[src/rtl/timer_arbiter_pkg.sv]
`default_nettype none
// ============================================================================
//  Module      : timer_arbiter_pkg
//  Description : Shared definitions for the shared countdown-timer arbiter:
//                FSM state encoding, the state enum and the minimum count
//                that a zero delay request is promoted to.
//  Revision    : 1.0 - initial release
// ============================================================================
package timer_arbiter_pkg;

    // State encoding of the arbiter FSM.
    localparam logic [1:0] IDLE = 2'd0;
    localparam logic [1:0] RUN  = 2'd1;
    localparam logic [1:0] DONE = 2'd2;

    typedef enum logic [1:0] {
        S_IDLE = IDLE,
        S_RUN  = RUN,
        S_DONE = DONE
    } state_e;

    // A requested delay of 0 is run as this many cycles, so every grant
    // lasts at least one cycle and always ends with a done pulse.
    localparam int unsigned c_MIN_COUNT = 1;

endpackage : timer_arbiter_pkg
`default_nettype wire

[src/rtl/timer_arbiter_rr_pick.sv]
`default_nettype none
// ============================================================================
//  Module      : timer_arbiter_rr_pick
//  Description : Combinational round-robin picker. Scans the request vector
//                starting at last_i+1 and wrapping modulo NUM_REQ; the first
//                active request found wins.
//  Ports       : req_i      - level request per requester
//                last_i     - index of the previous winner
//                valid_o    - at least one request is active
//                winner_o   - index of the winner (0 when valid_o is low)
//                onehot_o   - one-hot form of winner_o (0 when valid_o is low)
//  Revision    : 1.0 - initial release
// ============================================================================
module timer_arbiter_rr_pick
    import timer_arbiter_pkg::*;
#(
    parameter int NUM_REQ = 4,
    parameter int IDX_W   = $clog2(NUM_REQ)
) (
    input  logic [NUM_REQ-1:0] req_i,
    input  logic [IDX_W-1:0]   last_i,
    output logic               valid_o,
    output logic [IDX_W-1:0]   winner_o,
    output logic [NUM_REQ-1:0] onehot_o
);

    logic [IDX_W-1:0] w_cand;

    // Candidates are visited from the lowest priority (last_i itself) up to
    // the highest (last_i+1); each later hit overwrites the earlier one, so
    // the nearest active request after last_i is what remains.
    always_comb begin
        valid_o  = 1'b0;
        winner_o = '0;
        onehot_o = '0;
        w_cand   = '0;
        for (int k = NUM_REQ; k >= 1; k--) begin
            w_cand = IDX_W'((int'(last_i) + k) % NUM_REQ);
            if (req_i[w_cand]) begin
                valid_o          = 1'b1;
                winner_o         = w_cand;
                onehot_o         = '0;
                onehot_o[w_cand] = 1'b1;
            end
        end
    end

endmodule : timer_arbiter_rr_pick
`default_nettype wire

[src/rtl/timer_arbiter.sv]
`default_nettype none
// ============================================================================
//  Module      : timer_arbiter
//  Description : One programmable countdown timer shared round-robin by
//                NUM_REQ requesters. A requester holds a level request with
//                its delay; the winner owns the timer for max(delay,1) cycles
//                and then receives a one-cycle done pulse. Dropping the
//                request while owning the timer aborts the countdown silently.
//  Ports       : clk          - rising-edge clock
//                rst          - synchronous active-high reset
//                req_i        - level request per requester
//                req_count_i  - delay for requester i in
//                               [i*COUNT_WIDTH +: COUNT_WIDTH]
//                grant_o      - one-hot timer owner, zero when idle
//                done_o       - one-cycle expiry pulse to the owner
//                busy_o       - high while counting or signalling done
//  Revision    : 1.0 - initial release
// ============================================================================
module timer_arbiter
    import timer_arbiter_pkg::*;
#(
    parameter int NUM_REQ     = 4,
    parameter int COUNT_WIDTH = 16
) (
    input  logic                           clk,
    input  logic                           rst,
    input  logic [NUM_REQ-1:0]             req_i,
    input  logic [NUM_REQ*COUNT_WIDTH-1:0] req_count_i,
    output logic [NUM_REQ-1:0]             grant_o,
    output logic [NUM_REQ-1:0]             done_o,
    output logic                           busy_o
);

    localparam int IDX_W = $clog2(NUM_REQ);

    localparam logic [COUNT_WIDTH-1:0] c_CNT_MIN = COUNT_WIDTH'(c_MIN_COUNT);
    localparam logic [IDX_W-1:0]       c_LAST_RST = IDX_W'(NUM_REQ - 1);

    // ------------------------------------------------------------------
    // State and output registers
    // ------------------------------------------------------------------
    state_e                  state_q, state_d;
    logic [COUNT_WIDTH-1:0]  cnt_q,   cnt_d;
    logic [IDX_W-1:0]        last_q,  last_d;
    logic [NUM_REQ-1:0]      grant_q, grant_d;
    logic [NUM_REQ-1:0]      done_q,  done_d;
    logic                    busy_q,  busy_d;

    // ------------------------------------------------------------------
    // Delay field unpacking and winner selection
    // ------------------------------------------------------------------
    logic [COUNT_WIDTH-1:0]  w_counts [NUM_REQ];
    logic                    w_pick_valid;
    logic [IDX_W-1:0]        w_pick_idx;
    logic [NUM_REQ-1:0]      w_pick_onehot;
    logic [COUNT_WIDTH-1:0]  w_win_count;

    for (genvar gi = 0; gi < NUM_REQ; gi++) begin : g_count_unpack
        assign w_counts[gi] = req_count_i[gi*COUNT_WIDTH +: COUNT_WIDTH];
    end

    timer_arbiter_rr_pick #(
        .NUM_REQ (NUM_REQ),
        .IDX_W   (IDX_W)
    ) u_rr_pick (
        .req_i    (req_i),
        .last_i   (last_q),
        .valid_o  (w_pick_valid),
        .winner_o (w_pick_idx),
        .onehot_o (w_pick_onehot)
    );

    assign w_win_count = w_counts[w_pick_idx];

    // ------------------------------------------------------------------
    // Next-state logic
    // ------------------------------------------------------------------
    always_comb begin
        state_d = state_q;
        cnt_d   = cnt_q;
        last_d  = last_q;
        grant_d = grant_q;
        done_d  = '0;
        busy_d  = busy_q;

        case (state_q)
            S_IDLE: begin
                // The winner's delay is captured only here; later changes on
                // req_count_i have no effect on the running countdown.
                if (w_pick_valid) begin
                    state_d = S_RUN;
                    grant_d = w_pick_onehot;
                    cnt_d   = (w_win_count == '0) ? c_CNT_MIN : w_win_count;
                    last_d  = w_pick_idx;
                    busy_d  = 1'b1;
                end
            end

            S_RUN: begin
                // The owner's index is last_q for the whole grant. A dropped
                // request is checked before expiry so it wins on a tie.
                if (!req_i[last_q]) begin
                    state_d = S_IDLE;
                    grant_d = '0;
                    cnt_d   = '0;
                    busy_d  = 1'b0;
                end else if (cnt_q == c_CNT_MIN) begin
                    state_d = S_DONE;
                    done_d  = grant_q;
                    grant_d = '0;
                    cnt_d   = '0;
                end else begin
                    cnt_d   = cnt_q - 1'b1;
                end
            end

            S_DONE: begin
                // Requests are ignored for this cycle; the IDLE cycle that
                // follows is where a still-raised request is re-arbitrated.
                state_d = S_IDLE;
                busy_d  = 1'b0;
            end

            default: begin
                state_d = S_IDLE;
                cnt_d   = '0;
                grant_d = '0;
                busy_d  = 1'b0;
            end
        endcase
    end

    // ------------------------------------------------------------------
    // Registers
    // ------------------------------------------------------------------
    always_ff @(posedge clk) begin
        if (rst) begin
            state_q <= S_IDLE;
            cnt_q   <= '0;
            last_q  <= c_LAST_RST;
            grant_q <= '0;
            done_q  <= '0;
            busy_q  <= 1'b0;
        end else begin
            state_q <= state_d;
            cnt_q   <= cnt_d;
            last_q  <= last_d;
            grant_q <= grant_d;
            done_q  <= done_d;
            busy_q  <= busy_d;
        end
    end

    assign grant_o = grant_q;
    assign done_o  = done_q;
    assign busy_o  = busy_q;

endmodule : timer_arbiter
`default_nettype wire

[config.mk]
export PLATFORM = sky130hd
export DESIGN_NAME = timer_arbiter
export DESIGN_NICKNAME = d
export VERILOG_FILES = /design/src/rtl/timer_arbiter_pkg.sv /design/src/rtl/timer_arbiter_rr_pick.sv /design/src/rtl/timer_arbiter.sv
export SDC_FILE = /design/constraint.sdc
export NUM_CORES = 1
export LEC_CHECK = 0
export BUFFER_PORTS_ARGS = -buffer_cell sky130_fd_sc_hd__buf_2
export CAP_MARGIN = 40
export CELL_PAD_IN_SITES_DETAIL_PLACEMENT = 0
export CELL_PAD_IN_SITES_GLOBAL_PLACEMENT = 2
export CORE_ASPECT_RATIO = 0.9
export CORE_MARGIN = 10
export CORE_UTILIZATION = 31
export DETAILED_ROUTE_END_ITERATION = 6
export PLACE_DENSITY_LB_ADDON = 0.1
export SLEW_MARGIN = 20
export SYNTH_ARGS = -nofsm -noshare
export SYNTH_HDL_FRONTEND = slang
export SYNTH_SLANG_ARGS = --single-unit
[constraint.sdc]
create_clock -name clk -period 8.8 [get_ports clk]
set_input_delay 1.76 -clock clk [delete_from_list [all_inputs] [get_ports clk]]
set_output_delay 1.76 -clock clk [all_outputs]
set_load 0.02 [all_outputs]
[Word level (Yosys, flattened, before mapping)]
Index checks and enable logic that the tools add are counted.
Word-level totals
  logic and storage cells: 93
  register bits after elaboration: 29
Operators by class
  multiplexer cells: 49
  bitwise operators: 5
  magnitude comparators: 10
  reduce and logical (&&, ||, !) cells: 12
  equal/unequal tests: 6
  add/subtract/negate cells: 5
Operators by type and width (count)
  16-bit 2-to-1 mux: 6
  16-bit one-hot mux with 3 select lines: 1
  16-bit binary-select mux with 2-bit select: 1
  4-bit 2-to-1 mux: 7
  16-bit by 1-bit == test with 1-bit output, second input constant: 1
  16-bit zero test: 1
  16-bit by 1-bit subtractor with 16-bit output, second input constant: 1
  2-bit by 3-bit < comparator with 1-bit output, second input constant: 5
  1-bit 2-to-1 mux: 15
  2-bit 2-to-1 mux: 7
  4-bit one-hot mux with 3 select lines: 1
  1-bit binary-select mux with 2-bit select: 5
  1-bit demux with 2-bit select: 4
  2-bit by 1-bit >= comparator with 1-bit output, second input constant: 4
  2-bit AND reduction: 4
  2-bit by 1-bit adder with 2-bit output, second input constant: 2
  2-bit adder, second input constant: 2
  1-bit logical AND: 4
  1-bit NOT: 4
  2-bit one-hot mux with 2 select lines: 1
  4-bit OR reduction: 1
  3-bit >= comparator, second input constant: 1
  3-bit != test, second input constant: 1
  2-bit NOT with 3-bit output: 1
  7 further kinds: 7

[Longest topological paths before layout]
  word-level depth: 15
  gate-level depth with buffers: 13
  gate-level depth less buffers: 10

[Modules after synthesis]
A second synthesis with hierarchy kept.
Second synthesis, totals
  cells, all modules: 254
  area, all modules: 2368.5 um^2
Modules (own cells, without submodules)
  timer_arbiter: area each 1849.3 um^2, seq. area each 580.6 um^2, cells an instance 188, times used 1
  timer_arbiter_rr_pick: area each 519.2 um^2, seq. area each 0.0 um^2, cells an instance 66, times used 1

[Worst setup path before layout]
Ideal clock, no wire load.
  kind: input to register
  start: in req_i[2]
  end: reg cnt_q[0]
  arrival: 4.350 ns
  setup time: 0.059 ns
  slack: 4.391 ns
  stages on the path: 8
  buffers on the path: 0
  cell sequence: mux4_1 > nor2b_4 > nor2_4 > o22ai_4 > mux4_2 > or4_1 > nor4_1 > o31a_1
Between the ends
  word-level cells in the longest chain between the ends: 14
  elaborated cells on any way between the ends: 29
RTL lines
  start, declared: line timer_arbiter.sv:27  | input logic [NUM_REQ-1:0] req_i,
  1-bit binary-select mux with 2-bit select: line timer_arbiter_rr_pick.sv:39  | if (req_i[w_cand]) begin
  1-bit 2-to-1 mux (not written as such): line timer_arbiter_rr_pick.sv:39
  2-bit 2-to-1 mux (4 in series): line timer_arbiter_rr_pick.sv:39
  2-bit NOT with 3-bit output (not written as such): line timer_arbiter.sv:73  | assign w_win_count = w_counts[w_pick_idx];
  16-bit binary-select mux with 2-bit select: line timer_arbiter.sv:73
  16-bit 2-to-1 mux (not written as such) (2 in series): line timer_arbiter.sv:73
  16-bit zero test: line timer_arbiter.sv:93  | cnt_d = (w_win_count == '0) ? c_CNT_MIN : w_win_count;
  16-bit 2-to-1 mux: line timer_arbiter.sv:93
  16-bit 2-to-1 mux: line timer_arbiter.sv:90  | if (w_pick_valid) begin
  16-bit one-hot mux with 3 select lines: line timer_arbiter.sv:86  | case (state_q)
  end signal, assigned: line timer_arbiter.sv:146  | cnt_q <= cnt_d;
  end, declared: line timer_arbiter.sv:43  | logic [COUNT_WIDTH-1:0] cnt_q, cnt_d;
Parallel ways exist; a longest one is shown, timed or not. The select of a mux whose other input is x is not followed.
A chain may end at the register's enable or synchronous reset.

[Final worst setup path]
Same ends and word-level chain as after synthesis.

==> run_results.csv <==
group,metric,value,unit
outcome,outcome,"completed",
timing,period_needed,4500,ps
timing,final.setup_skew,6.27,ps
yosys,yosys.area_share.simple,21.8,%
placement,dp_cells,419,
clock_network,cts_resized,0,
timing,worst_slew_pin_slew,816,ps
worst_hold_path,hold_depth,1,
critical_path,r2r_start,"last_q[0]$_SDFFE_PP1P_",
layout,fin_nets,414,
clock_network,cts_buffers,5,
critical_path,path_max_fanout,16,
placement,hpwl,5990,microns
yosys,synth_xor_xnor_area_share,0.382,%
floorplanning,num_io_pins,79,
grt,grt_max_degree,28,
layout,layout_commonest_cell,"buf_2",
critical_path,reg2regPathDepth,10,
grt,grt_pass1_wl,11900,microns
yosys,syn_area,2290,sq um
layout,stdcell_count,428,
route,routed_via_density,5.35,
clock_network,hold_buffers,0,
critical_path,rr_endpoint,"cnt_q[0]$_SDFFE_PP0P_",
yosys,synth_edf_count,0,
clock_network,cts_tree,"done",
grt,antenna_found_initial,0,
route,drt_pass1_iterations,4,
route,wl_per_cell,17.2,microns
worst_hold_path,hold_start,"grant_o[2]$_SDFFE_PP0P_",
yosys,yosys_register_bits,29,
flow_run,cap_violations,0,
clock_network,clk-insertion-delay-late,280,ps
critical_path,max_stage_delay,670,ps
yosys,seq_area_frac_synth,25.3,%
critical_path,regToRegSetupSlack,4500,ps
yosys,synth_compound_area_share,19.1,%
clock_network,post_cts_buffers,0,
route,drt-initial-drc-count,91,
power,irDropWorstVdd,0.101,mV
critical_path,crit_arrival,4720,ps
yosys,ys_async_sr_fraction,0,%
timing,finalSetupTns,0,ps
route,vias,2289,
placement,numPortBuffers,78,
timing,grt_setup_unrepaired,"no",
power,pwr_density_cell,241,nW/um^2
critical_path,startpoint_type,"input pin",
grt,grt_overflow,0,
timing,setup_viol,0,
critical_path,crit_path_end_kind,"flop",
grt,grt.total_usage,12.7,%
timing,finalCritPeriodShare,51.2,%
layout,drive_gt1_share,36.4,%
yosys,synth_top_family_by_area,"multiplexers",
yosys,synth_area_per_cell,8.89,sq um
yosys,yosys.area_share.adder,5.45,%
layout,area_growth,26.6,%
layout,n_antenna_cell,0,
floorplanning,die_w,111,microns
critical_path,slowest_stage,"mux4_1",
critical_path,crit_chain,"buf_2 -> mux4_1 -> nor2b_4 -> nor2_4 -> o22ai_4 -> buf_16 -> mux4_2 -> or4_1 -> nor4_1 -> o31a_1",
clock_network,clkSinkCount,29,
timing,relSlewSlack,45.0,%
critical_path,startpoint,"req_i[2]",
floorplanning,start_util,32.3,%
yosys,syn_inst,258,
worst_hold_path,worstHoldPathType,"reg -> reg",
clock_network,path_clk_slew,60,ps
floorplanning,dieArea,11200,sq um
timing,slew_violations,0,
floorplanning,rows,29,
yosys,ys_warn_count,0,
power,leakage,0.00124,uW
timing,max_freq,222,MHz
worst_hold_path,min_to,"done_o[2]$_SDFF_PP0_",
route,wl,7370,microns
grt,grt_pass1_vias,2335,
floorplanning,coreArea,7110,sq um
route,ant_nets,0,
clock_network,cts_buffer_depth,2,
clock_network,cts_root_buf,"clkbuf_8",
layout,final_cell_mix,"78 x buf_2, 29 x nor2_1, 29 x dfxtp_1",
timing,hold_viol,0,
critical_path,critical_path_class,"in -> reg",
route,drc_errors,0,
placement,place_congestion,0.822,
yosys,synthMuxAreaShare,23.9,%
critical_path,cp.required,9020,ps
yosys,syn_nets,338,
yosys,synth_ff_type,"dfxtp_1",
clock_network,h-tree-depth,2,
floorplanning,fp.dieH,102,microns
yosys,ys_types,41,
where the power goes:
group	switching (uW)	internal, uW	total, uW
Clock	50.4	70.6	121
Combinational	196	187	384
Sequential	36.4	160	196
Total	283	418	701
layer usage:
layer	vias to the layer above	track usage, %	routed length (microns)
li1	1146	-	-
met1	1051	17.7	3770
met3	9	5.50	641
met2	83	17.0	2880
met5	-	0	0
met4	0	3.60	80
cell type report:
cell class	instances	area (sq um)
Clock buffer	7	96.3
Tap cell	93	116
Inverter	8	30.0
Timing Repair Buffer	83	455
Clock inverter	1	5.00
Sequential cell	29	581
Multi-Input combinational cell	207	1620
Fill cell	757	4210
stage by stage:
step	setup WS (ps)	instance area [sq um]	power [uW]	util (%)	hold slack [ps]
CTS	3970	2880	693	40.5	497
global placement	3780	2750	567	38.7	475
detailed placement	3680	2780	570	39.0	483
floorplan	4390	2290	477	-	453
global route	4100	2910	761	40.9	514
finish	4300	2910	701	40.9	489
logic make-up after synthesis:
| kind of cell | Yosys count |
|---|---|
| AND/OR/NAND/NOR | 101 |
| adder cells (fa/ha/maj) | 10 |
| multiplexers | 30 |
| AO/OA/AOI/OAI | 65 |
| XOR/XNOR | 1 |
| flip-flops | 29 |
| buffers and inverters | 22 |
registers in the layout, summed over array words and instances, names as in the netlist:
register / cells
cnt_q: 16
done_o: 4
grant_o: 4
last_q: 2
state_q: 2
busy_o: 1
cells in the mapped netlist, types with 2 or more instances:
cell type / count / area share [%]
nand2_1: 24 / 3.9
o21ai_0: 18 / 3.9
mux4_2: 18 / 18
a22oi_1: 9 / 2.9
nand2b_1: 3 / 0.82
a21oi_2: 2 / 0.76
mux2i_1: 6 / 2.6
o21ai_1: 3 / 0.65
nor3_1: 11 / 2.4
inv_1: 8 / 1.3
o221a_2: 2 / 0.98
nor4_1: 16 / 4.4
a21oi_1: 13 / 2.8
nand3_1: 2 / 0.44
a211o_1: 2 / 0.76
ha_1: 10 / 5.5
nand3b_1: 2 / 0.65
buf_2: 2 / 0.44
a221oi_1: 7 / 2.7
nor2_1: 29 / 4.7
or3_1: 4 / 1.1
o31ai_1: 2 / 0.65
or4_1: 2 / 0.65
and2_1: 5 / 1.4
dfxtp_1: 29 / 25
clkbuf_1: 10 / 1.6
mux2_2: 5 / 2.5
worst max-delay path by stage:
stage,endpoint,slack (ps),cells past startpoint
global route,cnt_q[0]$_SDFFE_PP0P_,4100,10
finish,cnt_q[0]$_SDFFE_PP0P_,4300,10
floorplan,cnt_q[0]$_SDFFE_PP0P_,4390,8
detailed placement,cnt_q[0]$_SDFFE_PP0P_,3680,9
CTS,cnt_q[0]$_SDFFE_PP0P_,3970,9
global placement,cnt_q[0]$_SDFFE_PP0P_,3780,9
worst max-delay path, delay by kind of cell:
family	cells	cell delay (ps)
multiplexers	2	1190
AND/OR/NAND/NOR	4	1080
AO/OA/AOI/OAI	2	350
buffers and inverters	2	340
Note: power is estimated with default switching activity, not from simulation.
